--- src/rtl/dmem_pkg.sv ---
// rtl/dmem_pkg.sv - shared types, defaults and helpers for the data-memory responder
package dmem_pkg;

  typedef enum logic [1:0] {
    IDLE    = 2'd0,
    WAIT_ST = 2'd1,
    RESP    = 2'd2
  } state_t;

  localparam int DEPTH_DEF = 64;
  localparam int WAIT_DEF  = 2;

  // Number of word-index bits needed to address a memory of 'depth' words
  function automatic int idx_width(input int depth);
    return $clog2(depth);
  endfunction

endpackage

--- src/rtl/dmem_array.sv ---
// rtl/dmem_array.sv - synchronous single-port word RAM with registered read
module dmem_array #(
  parameter int DEPTH = 64,
  parameter int AW    = 6
) (
  input  logic          clk,
  input  logic          en,
  input  logic          we,
  input  logic [AW-1:0] addr,
  input  logic [31:0]   wdata,
  output logic [31:0]   rdata
);

  logic [31:0] mem [DEPTH];

  // One access per enabled edge: optional write, read returns the pre-write word
  always_ff @(posedge clk) begin
    if (en) begin
      if (we) begin
        mem[addr] <= wdata;
      end
      rdata <= mem[addr];
    end
  end

endmodule

--- src/rtl/dmem_responder.sv ---
// rtl/dmem_responder.sv - wait-state data-memory responder with alignment/range checking
module dmem_responder
  import dmem_pkg::*;
#(
  parameter int DEPTH = DEPTH_DEF,
  parameter int WAIT  = WAIT_DEF
) (
  input  logic        clk,
  input  logic        reset,
  input  logic        req_valid,
  output logic        req_ready,
  input  logic        req_we,
  input  logic [31:0] req_addr,
  input  logic [31:0] req_wdata,
  output logic        resp_valid,
  input  logic        resp_ready,
  output logic [31:0] resp_rdata,
  output logic        resp_err
);

  localparam int         AW     = idx_width(DEPTH);
  localparam logic [3:0] WAIT_L = 4'(WAIT);

  state_t      state, state_nx;
  logic [3:0]  cnt;
  logic        lat_we;
  logic [31:0] lat_addr;
  logic [31:0] lat_wdata;
  logic        err_q;
  logic        load_q;

  logic        acc_en;
  logic        acc_we;
  logic [31:0] acc_addr;
  logic [31:0] acc_wdata;
  logic        acc_err;
  logic [31:0] ram_rdata;

  // Misaligned or beyond the array: the access becomes an error, never a write
  assign acc_err = (acc_addr[1:0] != 2'b00) || ((acc_addr >> (AW + 2)) != 32'd0);

  // Next-state and handshake decode; in IDLE the access uses the live request so
  // a zero-wait configuration can perform it on the accept edge
  always_comb begin
    state_nx   = state;
    req_ready  = 1'b0;
    resp_valid = 1'b0;
    acc_en     = 1'b0;
    acc_we     = lat_we;
    acc_addr   = lat_addr;
    acc_wdata  = lat_wdata;
    case (state)
      IDLE: begin
        req_ready = 1'b1;
        acc_we    = req_we;
        acc_addr  = req_addr;
        acc_wdata = req_wdata;
        if (req_valid) begin
          if (WAIT == 0) begin
            acc_en   = 1'b1;
            state_nx = RESP;
          end else begin
            state_nx = WAIT_ST;
          end
        end
      end
      WAIT_ST: begin
        if (cnt == 4'd0) begin
          acc_en   = 1'b1;
          state_nx = RESP;
        end
      end
      RESP: begin
        resp_valid = 1'b1;
        if (resp_ready) begin
          state_nx = IDLE;
        end
      end
      default: state_nx = IDLE;
    endcase
  end

  // State, wait counter, latched request and response flags
  always_ff @(posedge clk or negedge reset) begin
    if (!reset) begin
      state     <= IDLE;
      cnt       <= 4'd0;
      lat_we    <= 1'b0;
      lat_addr  <= 32'd0;
      lat_wdata <= 32'd0;
      err_q     <= 1'b0;
      load_q    <= 1'b0;
    end else begin
      state <= state_nx;
      if (state == IDLE && req_valid) begin
        lat_we    <= req_we;
        lat_addr  <= req_addr;
        lat_wdata <= req_wdata;
        cnt       <= WAIT_L;
      end else if (state == WAIT_ST && cnt != 4'd0) begin
        cnt <= cnt - 4'd1;
      end
      if (acc_en) begin
        err_q  <= acc_err;
        load_q <= !acc_we && !acc_err;
      end
    end
  end

  // Response data only exists in RESP and only for a good load
  assign resp_rdata = (state == RESP && load_q) ? ram_rdata : 32'd0;
  assign resp_err   = (state == RESP) && err_q;

  // Reset gating keeps a request presented during reset from touching memory
  dmem_array #(
    .DEPTH (DEPTH),
    .AW    (AW)
  ) u_array (
    .clk   (clk),
    .en    (acc_en && reset),
    .we    (acc_we && !acc_err),
    .addr  (acc_addr[AW+1:2]),
    .wdata (acc_wdata),
    .rdata (ram_rdata)
  );

endmodule

--- config.mk ---
export PLATFORM = sky130hd
export DESIGN_NAME = dmem_responder
export DESIGN_NICKNAME = d
export VERILOG_FILES = /design/src/rtl/dmem_pkg.sv /design/src/rtl/dmem_array.sv /design/src/rtl/dmem_responder.sv
export SDC_FILE = /design/constraint.sdc
export NUM_CORES = 2
export LEC_CHECK = 0
export CAP_MARGIN = 20
export CORE_MARGIN = 5
export CORE_UTILIZATION = 56
export CTS_CLUSTER_SIZE = 20
export DETAILED_ROUTE_END_ITERATION = 10
export PLACE_DENSITY = 0.75
export SLEW_MARGIN = 10
export SYNTH_ARGS = -nofsm -noshare
export SYNTH_HDL_FRONTEND = slang
export SYNTH_HIERARCHICAL = 1
export SYNTH_SLANG_ARGS = --single-unit
--- constraint.sdc ---
create_clock -name clk -period 4.6 [get_ports clk]
set_input_delay 1.38 -clock clk [delete_from_list [all_inputs] [get_ports clk]]
set_output_delay 1.38 -clock clk [all_outputs]
set_load 0.1 [all_outputs]
# Yosys cells after proc, flatten, opt, wreduce, memory -nomap -nowiden
# Memories as Yosys holds them, arrays and structs flattened. A register that Yosys moved wholly into a read port is not among the register bits.
# Cells that the tools add are included.
word_totals:
  regBits: 73
  latchBits: 0
  ram_bits: 2048
  rom_bits: 0
  inputBits: 69
  output_inout_bits: 35
  elab_cells: 48
  mem_count: 1
memory_table:
  columns: ["memory", "depth", "word_bits", "read_ports", "rd_ports_with_merged_regs", "write_ports", "line_no", "source"]
  rows:
  - ["u_array.mem", 64, 32, 1, 1, 1, "dmem_array.sv:14", "logic [31:0] mem [DEPTH];"]
classes:
  n_addsub: 1
  n_mul: 0
  div_mod_pow: 0
  magnitude_cmp: 0
  eq_ne: 5
  n_shift: 0
  mux: 17
  bitwise_logic: 0
  reduce_logical: 17
ops:
  columns: ["cell", "n"]
  rows:
  - ["32-bit two-way mux", 3]
  - ["32-bit nonzero test", 1]
  - ["1-bit two-way mux", 8]
  - ["4-bit two-way mux", 2]
  - ["1-bit logical AND", 7]
  - ["2-bit two-way mux", 3]
  - ["2-bit != test (second input constant)", 3]
  - ["2-bit one-hot mux with 3 select lines", 1]
  - ["4-bit logical NOT", 1]
  - ["2-bit nonzero test", 2]
  - ["4-bit nonzero test", 1]
  - ["4-bit by 1-bit subtractor with 4-bit output (second input constant)", 1]
  - ["3-bit AND reduction", 1]
  - ["2-bit by 1-bit == test with 1-bit output (second input constant)", 1]
  - ["2-bit == test (second input constant)", 1]
  - ["1-bit logical NOT", 2]
  - ["2-bit logical NOT", 1]
  - ["1-bit logical OR", 1]

# Logic depth before layout (Yosys ltp)
depth:
  ltp_word: 9
  depth_mapped: 12
  mapped_depth_nobuf: 9

# Hierarchy
# The synthesis kept the hierarchy.
modules_own_cells:
  columns: ["mod", "instances", "cells_per_inst", "area_each_um2"]
  rows:
  - ["dmem_array", 1, 4520, 80225.7]
  - ["dmem_responder", 1, 279, 3657.3]

# Worst setup path before layout
# Ideal clock, no wire load.
synth_timing:
  kind: "input -> register"
  startpoint: "in reset"
  endpoint: "mem u_array.mem[11][0] (enable)"
  setup_ps: 421
  t_arrival_ps: 4291
  path_slack_ps: -112
  path_stages: 5
  cell_sequence: "and3_1 and2_0 and2_1 nand2_1 nor2_1"
synth_between:
  elab_chain_len: 3
synth_lines:
  columns: ["element", "line_no", "source"]
  rows:
  - ["from (decl)", "dmem_responder.sv:9", "input logic reset,"]
  - ["1-bit logical AND", "dmem_responder.sv:120", ".en (acc_en && reset),"]
  - ["1-bit two-way mux", "dmem_array.sv:18", "if (en) begin"]
  - ["1-bit two-way mux (not written as such)", "dmem_array.sv:20", "mem[addr] <= wdata;"]
  - ["to (decl)", "dmem_array.sv:14", null]
# Every way passes these cells.

# Worst setup path in the final report
layout_timing:
  startpoint: "reg state[0]"
  endpoint: "reg u_array.rdata[22] (read register of u_array.mem) (data pin)"
layout_between:
  word_cells_on_any_way: 5
  cone_classes: "1 x eq/ne; 2 x mux; 2 x reduce/logical"
layout_lines:
  columns: ["element", "line_no", "source"]
  rows:
  - ["from (decl)", "dmem_responder.sv:24", "state_t state, state_nx;"]
  - ["from (signal assigned)", "dmem_responder.sv:94", "state <= state_nx;"]
  - ["2-bit logical NOT", "dmem_responder.sv:52", "case (state)"]
  - ["32-bit two-way mux", "dmem_responder.sv:52", null]
  - ["via acc_addr[2]", "dmem_responder.sv:34", "logic [31:0] acc_addr;"]
  - ["to (decl)", "dmem_array.sv:11", "output logic [31:0] rdata"]
# The timed path passes the listed nets, and every way through them passes these cells.
# A chain may end at the register's enable or synchronous reset.

==> results.md <==
Worst setup path:
- The critical path's top delay family is simple AND/OR/NAND/NOR gates.
- The maximum fanout encountered on the critical timing path is 32.
- Measured in cells, the most critical reg-to-reg path has a length of 10.
- The largest stage delay on the critical path is 0.78 ns.
- The critical path is of the reg2reg type.
- The launch point of the critical path is state[0].
- Counting both buffers and inverters, the worst setup path holds a total of 3.
- The master of the slowest instance on the critical path is sky130_fd_sc_hd__a211oi_1.
- The kind of capture point of the worst setup path is a register.
- The startpoint identified for the worst register-to-register timing path is state[0].
- The critical path runs through a total of 10 cells.
- STA classifies the critical path startpoint as a register.
- For the worst setup path, the data arrival time is 4.98 ns.
- The last element of the critical path is u_array/rdata[22].
- The setup check on the worst reg-to-reg path leaves a slack of 0.15 ns.
- The required time at the worst-slack endpoint is 5.13 ns.
- Traced cell by cell, the critical path runs through nor2_4 > mux2_8 > buf_12 > buf_12 > and3b_2 > buf_4 > a22oi_1 > a31oi_1 > a211oi_1 > nand3_1.
- The destination of the worst register-to-register timing path is u_array/rdata[22].
- The cell that appears most often on the critical path is sky130_fd_sc_hd__buf_12.

Timing:
- The final worst-path cycle share is 96.8%.
- The setup clock skew after layout is 0.0680 ns.
- Measured against its own limit, the worst slew margin works out to 26.8%.
- Setup repair after global routing left no endpoint under its margin.
- The clock period minus worst slack is 4.45 ns.
- The count of endpoints failing hold in the final timing report is 0.
- The number of endpoints failing setup at the final stage is 0.
- The maximum clock frequency is 0.225 GHz.
- The count of pins over their slew limit was 0.
- The final setup slack of the worst path is 0.148 ns.
- The slew at the pin closest to its max-slew limit is 1.10 ns.

Clocking:
- The clock tree from TritonCTS is built.
- The number of hold buffers added after cts is 0.
- The number of post-CTS setup repair buffers is 0.
- The deepest clock path buffer count is 3.
- The clock root buffer master is sky130_fd_sc_hd__clkbuf_16.
- Clock-pin slew was measured on the worst setup and hold paths at 0.07 ns.
- The clock net sink count is 2153.
- The clock insertion delay at the later pin of the skew report is 0.87 ns.
- Once the clock tree was built, the resizer swapped 0 gates to a different size.
- The number of clock buffers added by TritonCTS is 203.
- The H-tree depth is 4.

Outcome:
- The run finished, with violations left.
- The checks that failed: antenna rules.

Cells and area:
- Of the cells placed in the final design, the portion with a size suffix greater than 1 is 23.1%.
- The library cell used most frequently in the layout, excluding fill and tap cells, is sky130_fd_sc_hd__edfxtp_1.
- The number of nets in the layout is 5256.
- With fillers left out, the area of the finished cells amounts to 98100 um^2.
- The total of fill cells in the finished design is 9585.
- After the flow finishes, the layout carries non-filler instances totaling 7388.
- In the layout the commonest cells are 2080 x sky130_fd_sc_hd__edfxtp_1, 352 x sky130_fd_sc_hd__buf_4, 293 x sky130_fd_sc_hd__a22oi_1.
- The share of the core filled with cells is 65.7%.
- The area added between synthesis and finish is 16.9%.

Pwr:
- The static leakage power is 0.0315 uW.
- For this design the ratio of total power to cell area is 726 nW/um^2.
- The worst-case IR drop observed on VDD is 0.568 mV.

Drt:
- Using the TritonRoute via totals, the vias-per-cell ratio works out to 6.92.
- After detailed routing, the total wire length is 243 mm.
- The post-detailed-route DRC marker count is 0.
- The post-detailed-route count of antenna-violating nets is 1.
- The starting DRC count in detailed routing is 8295.
- The routed wirelength normalized by instance count is 33.0 um.
- The total via count after detailed routing is 51.1k.
- The iteration count of the initial detailed-routing pass is 6.

Floorplanning:
- The number of top-level design ports is 104.
- The core region is 149000 um^2.
- The die is 397 um tall.
- The number of core rows is 142.
- The overall die width is 397 um.
- The initial cell density of the core is 56.1%.
- The die covers 158000 um^2.

Synth:
- Summed over all instances, the cell type with the most area after synthesis is sky130_fd_sc_hd__edfxtp_1.
- The cell count after synthesis came out at 4799.
- The sequential fraction of the synthesis area is 76.6%.
- Counting every net in the synthesized netlist gives 4869.
- The count of warnings emitted by yosys is 6.
- Yosys mapped the design onto 76 distinct sky130hd cell types.
- After synthesis the netlist holds a flip-flop and latch count of 2153.
- In this run, synthesis inferred 2080 flip-flops with an integrated enable.
- The post-synthesis area per instance is 17.5 um^2.
- The netlist area before placement is 83900 um^2.
- The fraction of registers with async set/reset is 3.39%.
- The most used flip-flop cell after synthesis is sky130_fd_sc_hd__edfxtp_1.
- In this run the biggest area consumer among cell types represents 74.5% of the synthesized area.
- In the post-synthesis netlist, the biggest area contributors are sky130_fd_sc_hd__edfxtp_1 74%, sky130_fd_sc_hd__mux2_2 3.6%, sky130_fd_sc_hd__a221oi_1 3.0%.

Global routing:
- The maximum number of pins on one net before global-route repair is 84.
- The first global-routing pass estimated 350 mm of wire.
- Global routing consumed, on the met2 layer, 45.8% of the routing resources.
- The met3 usage is 9.06%.
- The number of antenna violations at the first check in global routing is 13.
- The routing layer with the top usage in global route is met2.
- The number of global-route vias before repair was 49.2k.
- For this run, global-route usage on met1 was measured as 41.5%.
- The total overflow left after global routing is 0.
- Global routing used 30.7% of the available tracks across all layers.

Placed design:
- The number of instances in the placed design is 6996.
- The number of port buffers is 103.
- The placed instances occupy a cell area of 91500 um^2.
- The post-DP HPWL is 147 mm.
- Prior to clock tree synthesis, the placed netlist has a worst setup slack of -0.653 ns.
- The weighted congestion reported at the end of routability-driven placement is 0.967.

Min path:
- The worst hold path belongs to the class reg2reg.

Run:
- The tool flagged a number of max-cap violations equal to 0.
==> sequential cells by signal, summed over array words and instances (netlist names) <==
register	count
lat_addr	32
err_q	1
load_q	1
lat_wdata	32
state	2
u_array/rdata	32
lat_we	1
u_array/mem	2048
cnt	4
==> worst register-to-register path: cells and delay by family, from the launching register on <==
| family | cells | cell delay [ns] |
|---|---|---|
| multiplexers | 1 | 0.53 |
| AO/OA/AOI/OAI | 3 | 1.13 |
| flip-flops | 1 | 0.42 |
| buffers and inverters | 3 | 0.68 |
| AND/OR/NAND/NOR | 3 | 1.35 |
==> worst min path at each step <==
stage,slack [ns],from,endpoint,cells past startpoint
2_1_floorplan,0.45,lat_addr[5],lat_addr[5],1
3_3_place_gp,0.46,lat_wdata[24],lat_wdata[24],1
3_5_place_dp,0.48,lat_wdata[29],lat_wdata[29],1
4_1_cts,0.49,lat_wdata[29],lat_wdata[29],1
5_1_grt,0.50,lat_wdata[29],lat_wdata[29],1
6_report,0.49,lat_wdata[25],lat_wdata[25],1
==> cell usage after synthesis, types with 6 or more instances <==
cell                        number
sky130_fd_sc_hd__nand2_1        28
sky130_fd_sc_hd__nor3b_1        65
sky130_fd_sc_hd__nor2b_1         7
sky130_fd_sc_hd__o2111ai_1      29
sky130_fd_sc_hd__a22oi_1       293
sky130_fd_sc_hd__and3b_1         6
sky130_fd_sc_hd__and2_1          9
sky130_fd_sc_hd__dfrtp_1        73
sky130_fd_sc_hd__a32oi_1         9
sky130_fd_sc_hd__or3b_2         55
sky130_fd_sc_hd__a21o_1         27
sky130_fd_sc_hd__o221ai_1       39
sky130_fd_sc_hd__clkbuf_1      194
sky130_fd_sc_hd__nand3b_1      110
sky130_fd_sc_hd__a31oi_1        59
sky130_fd_sc_hd__nand3_1       118
sky130_fd_sc_hd__o22ai_1        64
sky130_fd_sc_hd__buf_1          30
sky130_fd_sc_hd__buf_2         118
sky130_fd_sc_hd__a22o_1         31
sky130_fd_sc_hd__o211ai_1        6
sky130_fd_sc_hd__edfxtp_1     2080
sky130_fd_sc_hd__o21ai_0        84
sky130_fd_sc_hd__nor4_1         40
sky130_fd_sc_hd__mux4_2         18
sky130_fd_sc_hd__o21ai_1         7
sky130_fd_sc_hd__nor3_1         33
sky130_fd_sc_hd__a21oi_1        90
sky130_fd_sc_hd__a221oi_1      283
sky130_fd_sc_hd__inv_1           7
sky130_fd_sc_hd__mux2_1         14
sky130_fd_sc_hd__and3_1         97
sky130_fd_sc_hd__o22a_1         56
sky130_fd_sc_hd__mux2i_1       115
sky130_fd_sc_hd__a2111o_1       27
sky130_fd_sc_hd__buf_6          17
sky130_fd_sc_hd__mux2_2        269
sky130_fd_sc_hd__nand2b_1       10
sky130_fd_sc_hd__buf_4          23
sky130_fd_sc_hd__nor2_1         80
sky130_fd_sc_hd__a211oi_1       30
==> stage by stage <==
| step | hold slack [ns] | TNS, ns | power, uW |
|---|---|---|---|
| floorplan | 0.454 | -99.24 | 40800 |
| global placement | 0.464 | -4.13 | 53600 |
| detailed placement | 0.477 | -4.65 | 54200 |
| CTS | 0.490 | 0 | 70500 |
| global route | 0.505 | 0 | 73100 |
| finish | 0.487 | 0 | 71200 |
==> power by group <==
part / switching [uW] / internal (uW) / total, uW
clock network: 7290 / 9200 / 16500
registers: 266 / 25700 / 26000
logic: 19400 / 9270 / 28700
==> cell type report <==
| type | count | area, um^2 | share of cell area, % |
|---|---|---|---|
| multi-input combinational | 2255 | 18400 | 18.8 |
| timing repair buffer | 564 | 6200 | 6.32 |
| clock buffer | 255 | 5360 | 5.46 |
| antenna | 14 | 35.0 | 0.0357 |
| clock inverter | 122 | 1210 | 1.23 |
| tap | 2016 | 2520 | 2.57 |
| sequential | 2153 | 64300 | 65.5 |
| inverter | 9 | 36.3 | 0.0370 |
==> kinds of logic after synthesis <==
family | synth area share, %
mux | 5.65
compound gates | 10.4
xor+xnor | 0.0313
simple gates | 5.06
flops | 76.6
buf+inv | 2.18
fa+ha+maj | 0.0149
==> per-layer routing <==
layer	routed length (um)	part of all wire [%]	vias up
li1	-	-	20723
met1	86300	35	25893
met2	110000	45	3894
met3	33600	14	592
met4	13800	5.7	12
met5	73	0.030	-
Power figures use the tool's default switching activity.
